### config.mk
export PLATFORM = sky130hd
export DESIGN_NAME = z80_reti
export DESIGN_NICKNAME = d
export VERILOG_FILES = /design/src/rtl/z80_bus_pkg.sv /design/src/rtl/z80_reti.sv
export SDC_FILE = /design/constraint.sdc
export NUM_CORES = 1
export LEC_CHECK = 0
export CORE_AREA = 2 2 41 43
export CTS_CLUSTER_DIAMETER = 150
export CTS_CLUSTER_SIZE = 8
export DETAILED_ROUTE_END_ITERATION = 10
export DIE_AREA = 0 0 43 45
export PLACE_DENSITY = 0.84
export SLEW_MARGIN = 0
export SYNTH_ARGS = -nofsm -noshare
export SYNTH_HDL_FRONTEND = slang
export SYNTH_SLANG_ARGS = --single-unit
### constraint.sdc
create_clock -name I_CLK -period 2 [get_ports I_CLK]
set_clock_uncertainty 0.1 [all_clocks]
set_input_delay 0.4 -clock I_CLK [delete_from_list [all_inputs] [get_ports I_CLK]]
set_output_delay 0.4 -clock I_CLK [all_outputs]
set_load 0.03 [all_outputs]
### src/rtl/z80_bus_pkg.sv
// z80_bus_pkg
//   Shared Z80 bus-monitor definitions: opcode constants for the prefix
//   decoder and the prefix-state type. Also used by the PIO/SIO monitors.
package z80_bus_pkg;

   localparam logic [7:0] OP_ED   = 8'hED;
   localparam logic [7:0] OP_CB   = 8'hCB;
   localparam logic [7:0] OP_DD   = 8'hDD;
   localparam logic [7:0] OP_FD   = 8'hFD;
   localparam logic [7:0] OP_RETI = 8'h4D;
   localparam logic [7:0] OP_RETN = 8'h45;

   typedef enum logic [1:0] {
      ST_IDLE = 2'd0,
      ST_ED   = 2'd1,
      ST_CB   = 2'd2,
      ST_IDX  = 2'd3
   } z80pfx_t;

endpackage

### src/rtl/z80_reti.sv
// z80_reti
//   Z80 bus monitor that derives the interrupt-acknowledge and RETI/RETN
//   signals needed by the daisy-chained CTC/PIO/SIO peripherals. Every M1
//   opcode fetch is decoded through a prefix state machine so that operand
//   bytes and CB/DD/FD sequences never produce a false RETI.
//
// Ports
//   I_CLK      system clock
//   I_RESET    synchronous active-high reset (acts regardless of I_CLKEN)
//   I_CLKEN    CPU clock enable; all sampling and updates qualified by it
//   I_M1_n     CPU M1 (active low)
//   I_MREQ_n   CPU MREQ (active low)
//   I_IORQ_n   CPU IORQ (active low)
//   I_RD_n     CPU RD (active low)
//   I_D        CPU data-in bus
//   O_SPM1     interrupt-acknowledge cycle in progress (registered)
//   O_RETI     RETI executed, one I_CLKEN period wide
//   O_RETN     RETN executed, one I_CLKEN period wide (0 if ENABLE_RETN=0)
module z80_reti
   import z80_bus_pkg::*;
#(
   parameter int unsigned ENABLE_RETN = 1
) (
   input  logic       I_CLK,
   input  logic       I_RESET,
   input  logic       I_CLKEN,
   input  logic       I_M1_n,
   input  logic       I_MREQ_n,
   input  logic       I_IORQ_n,
   input  logic       I_RD_n,
   input  logic [7:0] I_D,
   output logic       O_SPM1,
   output logic       O_RETI,
   output logic       O_RETN
);

   logic       ack;
   logic       fetch;
   logic       fetch_end;
   logic       retn_hit;

   logic       fetch_q;
   logic       spm1_q;
   logic       reti_q;
   logic       retn_q;
   logic [7:0] opcode_q;
   z80pfx_t    state_q;

   // Acknowledge wins over fetch: M1+IORQ is never an opcode read.
   assign ack   = ~I_M1_n & ~I_IORQ_n;
   assign fetch = ~I_M1_n & ~I_MREQ_n & ~I_RD_n & ~ack;

   // Decode on the first enable after the fetch strobe drops, so the byte
   // held in opcode_q is the last sample of a possibly WAIT-stretched read.
   assign fetch_end = fetch_q & ~fetch;

   // RETN decode disappears entirely when the feature is disabled.
   assign retn_hit = (ENABLE_RETN != 0) && (opcode_q == OP_RETN);

   always_ff @(posedge I_CLK) begin
      if (I_RESET) begin
         fetch_q  <= 1'b0;
         spm1_q   <= 1'b0;
         reti_q   <= 1'b0;
         retn_q   <= 1'b0;
         opcode_q <= 8'h00;
         state_q  <= ST_IDLE;
      end else if (I_CLKEN) begin
         spm1_q  <= ack;
         fetch_q <= fetch;
         // Pulses last exactly one enable period.
         reti_q  <= 1'b0;
         retn_q  <= 1'b0;

         if (fetch) begin
            opcode_q <= I_D;
         end

         // An acknowledge cycle abandons any partially decoded prefix; it
         // also suppresses a fetch end on the same enable, so a pulse can
         // never coincide with O_SPM1.
         if (ack) begin
            state_q <= ST_IDLE;
         end else if (fetch_end) begin
            unique case (state_q)
               ST_IDLE: begin
                  if (opcode_q == OP_ED) begin
                     state_q <= ST_ED;
                  end else if (opcode_q == OP_CB) begin
                     state_q <= ST_CB;
                  end else if ((opcode_q == OP_DD) || (opcode_q == OP_FD)) begin
                     state_q <= ST_IDX;
                  end else begin
                     state_q <= ST_IDLE;
                  end
               end
               ST_ED: begin
                  state_q <= ST_IDLE;
                  if (opcode_q == OP_RETI) begin
                     reti_q <= 1'b1;
                  end else if (retn_hit) begin
                     retn_q <= 1'b1;
                  end
               end
               // The byte after CB is a bit opcode, even if it reads as ED.
               ST_CB: begin
                  state_q <= ST_IDLE;
               end
               ST_IDX: begin
                  if ((opcode_q == OP_DD) || (opcode_q == OP_FD)) begin
                     state_q <= ST_IDX;
                  end else if (opcode_q == OP_ED) begin
                     state_q <= ST_ED;
                  end else begin
                     // Includes DD/FD CB: displacement and opcode follow as
                     // non-M1 reads, so the next M1 starts a new instruction.
                     state_q <= ST_IDLE;
                  end
               end
               default: begin
                  state_q <= ST_IDLE;
               end
            endcase
         end
      end
   end

   assign O_SPM1 = spm1_q;
   assign O_RETI = reti_q;
   assign O_RETN = retn_q;

endmodule

======== Word level (Yosys, flattened, before mapping) ========
Cells that the tools add are included.
storage, ports and cells
  register bits ........................... 14
  output and inout bits ................... 3
  word-level logic and storage cells ...... 49
cells by class
  eq/ne operators ......................... 9
  multiplexer cells ....................... 17
  bitwise gates (word level) .............. 11
  reduce and logical (&&, ||, !) cells .... 6
operators with widths
  kind                number
  $eq 8x8->1 const B  4
  $eq 8x7->1 const B  2
  $mux 2              6
  $mux 1              10
  $not 1->1           6
  $pmux 2 s3          1
  $and 1x1->1         5
  $eq 2x2->1 const B  2
  $reduce_and 2->1    2
  $eq 2x1->1 const B  1
  $logic_not 2->1     1
  $reduce_bool 2->1   1
  $reduce_or 2->1     1
  $logic_or 1x1->1    1

======== Depth between registers and ports, before layout ========
Gate-level depths: netlist (run 1).
  depth in word-level cells ............... 8
  depth in mapped cells ................... 5

======== Worst setup path after synthesis (run 1) ========
No wires, ideal clock.
  path type ............................... input -> register
  start ................................... in I_M1_n
  end ..................................... reg opcode_q[0]
  data arrival time ....................... 1,271 ps
  required time ........................... 1,772 ps
  slack ................................... 502 ps
  cell stages on the path ................. 5
  path buffers ............................ 1
  cell sequence ........................... nor3_1 > and3_1 > buf_2 > mux2i_1 > nor2_1
on the way
  longest elaborated chain between the ends .. 5
  elaborated cells on any way between the ends .. 7
RTL lines
  what                                      line                            text
  start, declared                           z80_reti.sv:27                  input logic I_M1_n,
  $not 1->1 *                               z80_reti.sv:50, z80_reti.sv:51
  $and 1x1->1 (on tied branches)            z80_reti.sv:51, z80_reti.sv:50
  $and 1x1->1 or $not 1->1 (tied branches)  z80_reti.sv:51                  assign fetch = ~I_M1_n & ~I_MREQ_n & ~I_RD_n & ~ack;
  $and 1x1->1 *                             z80_reti.sv:51
  $reduce_and 2->1 (no line) *              -
  end signal, assigned                      z80_reti.sv:66                  opcode_q <= 8'h00;
  end signal, assigned                      z80_reti.sv:76                  opcode_q <= I_D;
  end, declared                             z80_reti.sv:46                  logic [7:0] opcode_q;
Every way passes the cells marked *; elsewhere a longest branch is shown, timed or not.
A chain may end at the register's enable or synchronous reset.

======== Worst setup path in the final report (run 1) ========
  start ................................... reg spm1_q, in the netlist O_SPM1
  end ..................................... out O_SPM1
RTL lines
  what                    line            text
  start, declared         z80_reti.sv:43  logic spm1_q;
  start signal, assigned  z80_reti.sv:69  spm1_q <= ack;
  end, declared           z80_reti.sv:32  output logic O_SPM1,
No word-level cell between the ends.

==> metrics.txt, run 1 <==
status=completed; worst slew pin tran=302.0 ps; period utilization=90.27%; Yosys Warn Count=0; gr usage total=17.24%; largest net degree at the start of global routing=15; Post-synth EDFFs=0; CP Max Fanout=2; Clock Tree Root=clkbuf_4; Post-layout nets=109; clk_lat worst skew=280 ps; fin area=894.6 um^2; worst r2r dst=O_RETN; Setup WS pre-CTS=52.04 ps; kind of cell adding the most delay to the critical path=buffers and inverters; global route overflow=0; Fmax achieved=553.9 MHz; Fin Setup TNS=0 ps; Slew Limit Fails=0; max-cap violation count=0; register area share after synthesis=43.66%; TritonCTS clock tree=built; total routed wirelength=1.393 mm; syn_nets=86; worst path bufs/invs=1; DRC errors left=0; Hold Vio Cnt, Final=0; Hold Path Depth=2; Initial Utilization=43.62%; DRT Pass-1 Iters=4; CTS HTree Levels=1; first-pass GRT wire length=2.421 mm; Avg Vias per Cell=5.202; Avg WL per Cell=12.78 um; Int Pwr=427.8 uW; Cells after Synth=71; Longest Clk Path Bufs=2; Sw Ratio=20.90%; Antenna Diode Count=0; PD cells=604.5 nW/um^2; DP Wirelength=1.088 mm; std cell rows=14; io pins=18; cell area after synthesis=641.9 um^2; postcts setup bufs=0; Crit path depth=1; setup ws final=194.7 ps; Post-synth top flop=dfxtp_1; core region area=1471 um^2; maximum vdd drop=0.4467 mV; Worst EP required=1500 ps; Worst setup SP type=flip-flop; Clk pwr share=37.1%; Pleak=0.0003025 uW; Finish-stage setup viols=0; fin util=60.80%; Critical Path AT=1310 ps; RR Startpoint=opcode_q[4]; Synth cell types=28; IO buf count=17; cell taking the most area after synthesis=dfxtp_1; Synth top area share=43.66%; cts bufs inserted=3; Logic pwr share=10.4%; Hold Crit Endpoint=O_RETI; initial antenna violation count=0; most numerous cell in the Yosys netlist=dfxtp_1; layout cells sized above 1=11.83%; slew margin rel.=79.68%; syn avg cell area=9.040 um^2; die height=45 um; CTS resizes=0; hold path start=O_RETI; Worst Reg2Reg Path Length in Cells=4; GPL Wtd Cong=0.7616; DRT iter0 DRCs=6; Tot Pwr=540.8 uW; post-placement cell area=858.3 um^2; CP max stage delay=680 ps; Critical Path, Cell by Cell=clkdlybuf4s50_1; Chip Width=43 um; Hold Crit Class=flip-flop to flip-flop; part of the power in registers=52.6%; vias in the first global route=589; fin crit period=1805 ps; Net Sw Power=113.0 uW; worst setup path category=flip-flop to output port; ranking of synthesized cells by area=dfxtp_1 (44%), mux2i_1 (14%), nor2_1 (7.0%); async set or reset register ratio after synthesis=0%; Setup crit end kind=output port; DR vias=567; Area growth syn-to-layout=39.38%; post-route ant nets=0; Sink Count=14; CTS clk-pin slew, worst paths=80 ps; RSZ-0062 raised after global routing=no; CTS Hold Bufs=0; die area=1935 um^2; Seq cells post-synth=14; CP max-delay cell=clkdlybuf4s50_1; most frequent cells after synthesis=dfxtp_1 (14), nor2_1 (12), mux2i_1 (9); R2R Setup Slk=380 ps
[routing by layer]
layer  track usage, %  routed length [um]  up-vias  share of wire (%)
met4            7.273                  13        0               0.93
met1            18.61                 609      251                 44
met3            7.200                  75        2                5.4
met2            30.00                 695       14                 50
li1                 -                   -      300                  -
met5                0                   0        -                  0
[state kept, by name, summed over array words and instances (netlist names)]
name and cells:
state_q 2, O_SPM1 1, O_RETI 1, fetch_q 1, O_RETN 1, opcode_q 8
[worst max path at each step]
stage          startpoint  slack (ps)          end
4_1_cts            O_SPM1         180       O_SPM1
3_3_place_gp       I_M1_n         110   state_q[1]
5_1_grt            O_SPM1         140       O_SPM1
2_1_floorplan      I_M1_n         500  opcode_q[0]
6_report           O_SPM1         190       O_SPM1
3_5_place_dp       I_M1_n          50  opcode_q[3]
[metrics by stage]
step / hold slack [ps] / cells
after global routing: 396.1 / 109
after detailed placement: 354.2 / 105
after CTS: 365.4 / 109
after global placement: 344.5 / 105
final: 359.6 / 109
after floorplan: 347.5 / 71
[cell families after synthesis]
family,synth area share [%]
DFF,43.66
buffers and inverters,2.533
and+or+nand+nor,29.63
muxes,14.04
AOI/OAI and AO/OA,10.14
[final cells by class]
| type | instances | area (um^2) |
|---|---|---|
| fillers | 133 | 576.8 |
| multi-input cells | 53 | 345.3 |
| flip-flops and latches | 14 | 280.3 |
| repair buffers | 20 | 205.2 |
| clock buffers | 4 | 36.28 |
| well taps | 16 | 20.02 |
| inverters | 2 | 7.507 |
[power by group through the flow]
stage | Clock (uW) | Combinational (uW) | Sequential (uW)
after global placement | 0 | 54.0 | 291
after CTS | 211 | 55.7 | 284
after detailed placement | 0 | 55.6 | 291
after global routing | 224 | 60.3 | 285
after floorplan | 0 | 14.8 | 292
final | 200 | 56.1 | 284
[layout by cell type, fill, tap and decap left out, types with 2 or more instances in the layout]
cell type,count
mux2i_1,9
clkbuf_4,3
nand4_1,2
buf_4,2
nand2_1,6
nor2_1,12
a21oi_1,4
clkdlybuf4s50_1,17
dfxtp_1,14
nor3_1,2
inv_1,2
No activity file was read; power rests on OpenSTA's default activity.
==> run 2, diff against run 1 <==
Settings changed: CORE_AREA 2 2 41 43 to 5 5 44 46, CTS_CLUSTER_SIZE 8 to not set, DIE_AREA 0 0 43 45 to 0 0 49 51, GPL_TIMING_DRIVEN set to 0.
==> run 2 against run 1 <==
- first-iteration DRC count down 33%
- critical path type is now primary input to flip-flop
- die area rose by 29%
- global-route usage decreased by 6.0 points
- total power shrank 9.0%
- hold slack about the same
- highest routed layer unchanged
- via count increased by 2.6%
- largest power group unchanged
- final cell count is 1.8% lower
- routed wire length fell by 1.4%
==> metrics.txt, run 2 (synthesis gave the netlist of run 1 again) <==
status=completed (unchanged); Post-layout nets=108 (was 109); Fmax achieved=548.1 MHz (was 553.9 MHz); Largest Register=opcode_q (unchanged); CTS HTree Levels=1 (unchanged); DR vias=582 (was 567); CTS clk-pin slew, worst paths=80 ps (about the same); DP Wirelength=1.082 mm (was 1.088 mm); Setup crit end kind=flip-flop (was output port); R2R Setup Slk=380 ps (about the same); DRC errors left=0 (unchanged); RSZ-0062 raised after global routing=no (unchanged); Avg WL per Cell=12.83 um (was 12.78 um); core region area=1471 um^2 (unchanged); Area growth syn-to-layout=33.14% (was 39.38%); Worst EP required=2060 ps (was 1500 ps); PD cells=575.7 nW/um^2 (was 604.5 nW/um^2); setup ws final=175.5 ps (was 194.7 ps); Hold Vio Cnt, Final=0 (unchanged); post-route ant nets=0 (unchanged); DRT Pass-1 Iters=4 (unchanged); Sink Count=14 (unchanged); IO buf count=17 (unchanged); Slew Limit Fails=0 (unchanged); slew margin rel.=72.39% (was 79.68%); kind of cell adding the most delay to the critical path=buffers and inverters (unchanged); Finish-stage setup viols=0 (unchanged); global route overflow=0 (unchanged); cts bufs inserted=3 (unchanged); Initial Utilization=43.62% (unchanged); TritonCTS clock tree=built (unchanged); Clock Tree Root=clkbuf_4 (unchanged); initial antenna violation count=0 (unchanged); top flop regs=opcode_q x8, state_q x2 (unchanged); die area=2499 um^2 (was 1935 um^2); max-cap violation count=0 (unchanged); Avg Vias per Cell=5.439 (was 5.202); vias in the first global route=546 (was 589); DRT iter0 DRCs=4 (was 6); clk_lat worst skew=280 ps (about the same); worst path bufs/invs=2 (was 1); Critical Path AT=1880 ps (was 1310 ps); CTS Hold Bufs=0 (unchanged); max reg flops=8 (unchanged); CTS resizes=0 (unchanged); commonest non-fill, non-tap cell in the layout=clkdlybuf4s50_1 (unchanged); Antenna Diode Count=0 (unchanged); Chip Width=49 um (was 43 um); worst setup path category=primary input to flip-flop (was flip-flop to output port); largest net degree at the start of global routing=11 (was 15); Longest Clk Path Bufs=2 (unchanged); std cell rows=14 (unchanged); CP Max Fanout=9 (was 2); fin crit period=1825 ps (was 1805 ps); postcts setup bufs=0 (unchanged); GPL Wtd Cong=0.7291 (was 0.7616); die height=51 um (was 45 um); Critical Path, Cell by Cell=clkdlybuf4s50_1, nor3_1, and3_1, buf_2, mux2i_1, nor2_1 (was clkdlybuf4s50_1); gr usage total=11.29% (was 17.24%); total routed wirelength=1.373 mm (was 1.393 mm); post-placement cell area=832.0 um^2 (was 858.3 um^2); maximum vdd drop=0.3493 mV (was 0.4467 mV); Setup WS pre-CTS=-130.0 ps (was 52.04 ps); io pins=18 (unchanged); Pleak=0.0002836 uW (was 0.0003025 uW); worst slew pin tran=414.2 ps (was 302.0 ps); placed insts=104 (was 105); Hold Crit Class=flip-flop to flip-flop (unchanged); most frequent cells in the layout=clkdlybuf4s50_1 (17), dfxtp_1 (14), nor2_1 (12) (unchanged); period utilization=91.23% (was 90.27%); layout cells sized above 1=8.791% (was 11.83%); CP max stage delay=440 ps (was 680 ps); fin area=854.6 um^2 (was 894.6 um^2); first-pass GRT wire length=2.201 mm (was 2.421 mm); Worst setup SP type=primary input (was flip-flop); Final Non-Filler Cells=107 (was 109); CP max-delay cell=clkdlybuf4s50_1 (unchanged)
==> run 2: path summary, 6_finish.rpt <==
check / from / endpoint / cells after the start
min reg2reg: O_RETI / O_RETI / 2
max reg2reg: opcode_q[4] / O_RETN / 4
min: O_RETI / O_RETI / 2
max: I_M1_n / opcode_q[3] / 6
==> run 2: worst reg2reg max path: cells and delay by family, from the launching register on <==
kind | cells | cell delay, ps
AO/OA/AOI/OAI | 1 | 160
flip-flops | 1 | 350
AND/OR/NAND/NOR | 3 | 950
==> run 2: power by group <==
group	internal, uW	switching, uW	leakage (uW)
combinational	32.4	19.3	0.000157
sequential	282	2.60	0.000113
clock	69.9	86.2	0.0000138
total	384	108	0.000284
==> run 2: area by class of cell <==
cell class              count  area (um^2)
fillers                   152        616.8
multi-input cells          53        345.3
flip-flops and latches     14        280.3
repair buffers             17        170.2
clock buffers               3        22.52
well taps                  16        20.02
plain buffers               2        8.758
inverters                   2        7.507
==> run 2: through the flow <==
step	TNS (ps)	util, %	power, uW	hold slack (ps)
2_1_floorplan	0	-	306.5	347.5
5_1_grt	0	58.08	517.4	401.7
3_5_place_dp	-794.0	56.55	342.9	348.1
6_report	0	58.08	491.9	360.0
4_1_cts	0	58.08	498.0	359.5
3_3_place_gp	-428.5	56.55	341.0	343.2
==> run 2: per-layer routing <==
layer  GRT usage, %  vias up  wire (um)
met4          5.381        0         15
met2          21.74       16        705
li1               -      294          -
met3          2.616        2         74
met5              0        -          0
met1          11.37      270        578
==> run 3, diff against run 2 <==
Settings changed: SETUP_SLACK_MARGIN set to 0.02, SLEW_MARGIN 0 to 15.
==> results of run 3 <==
No change in the layout: final DEF, timing and power equal those of run 2.
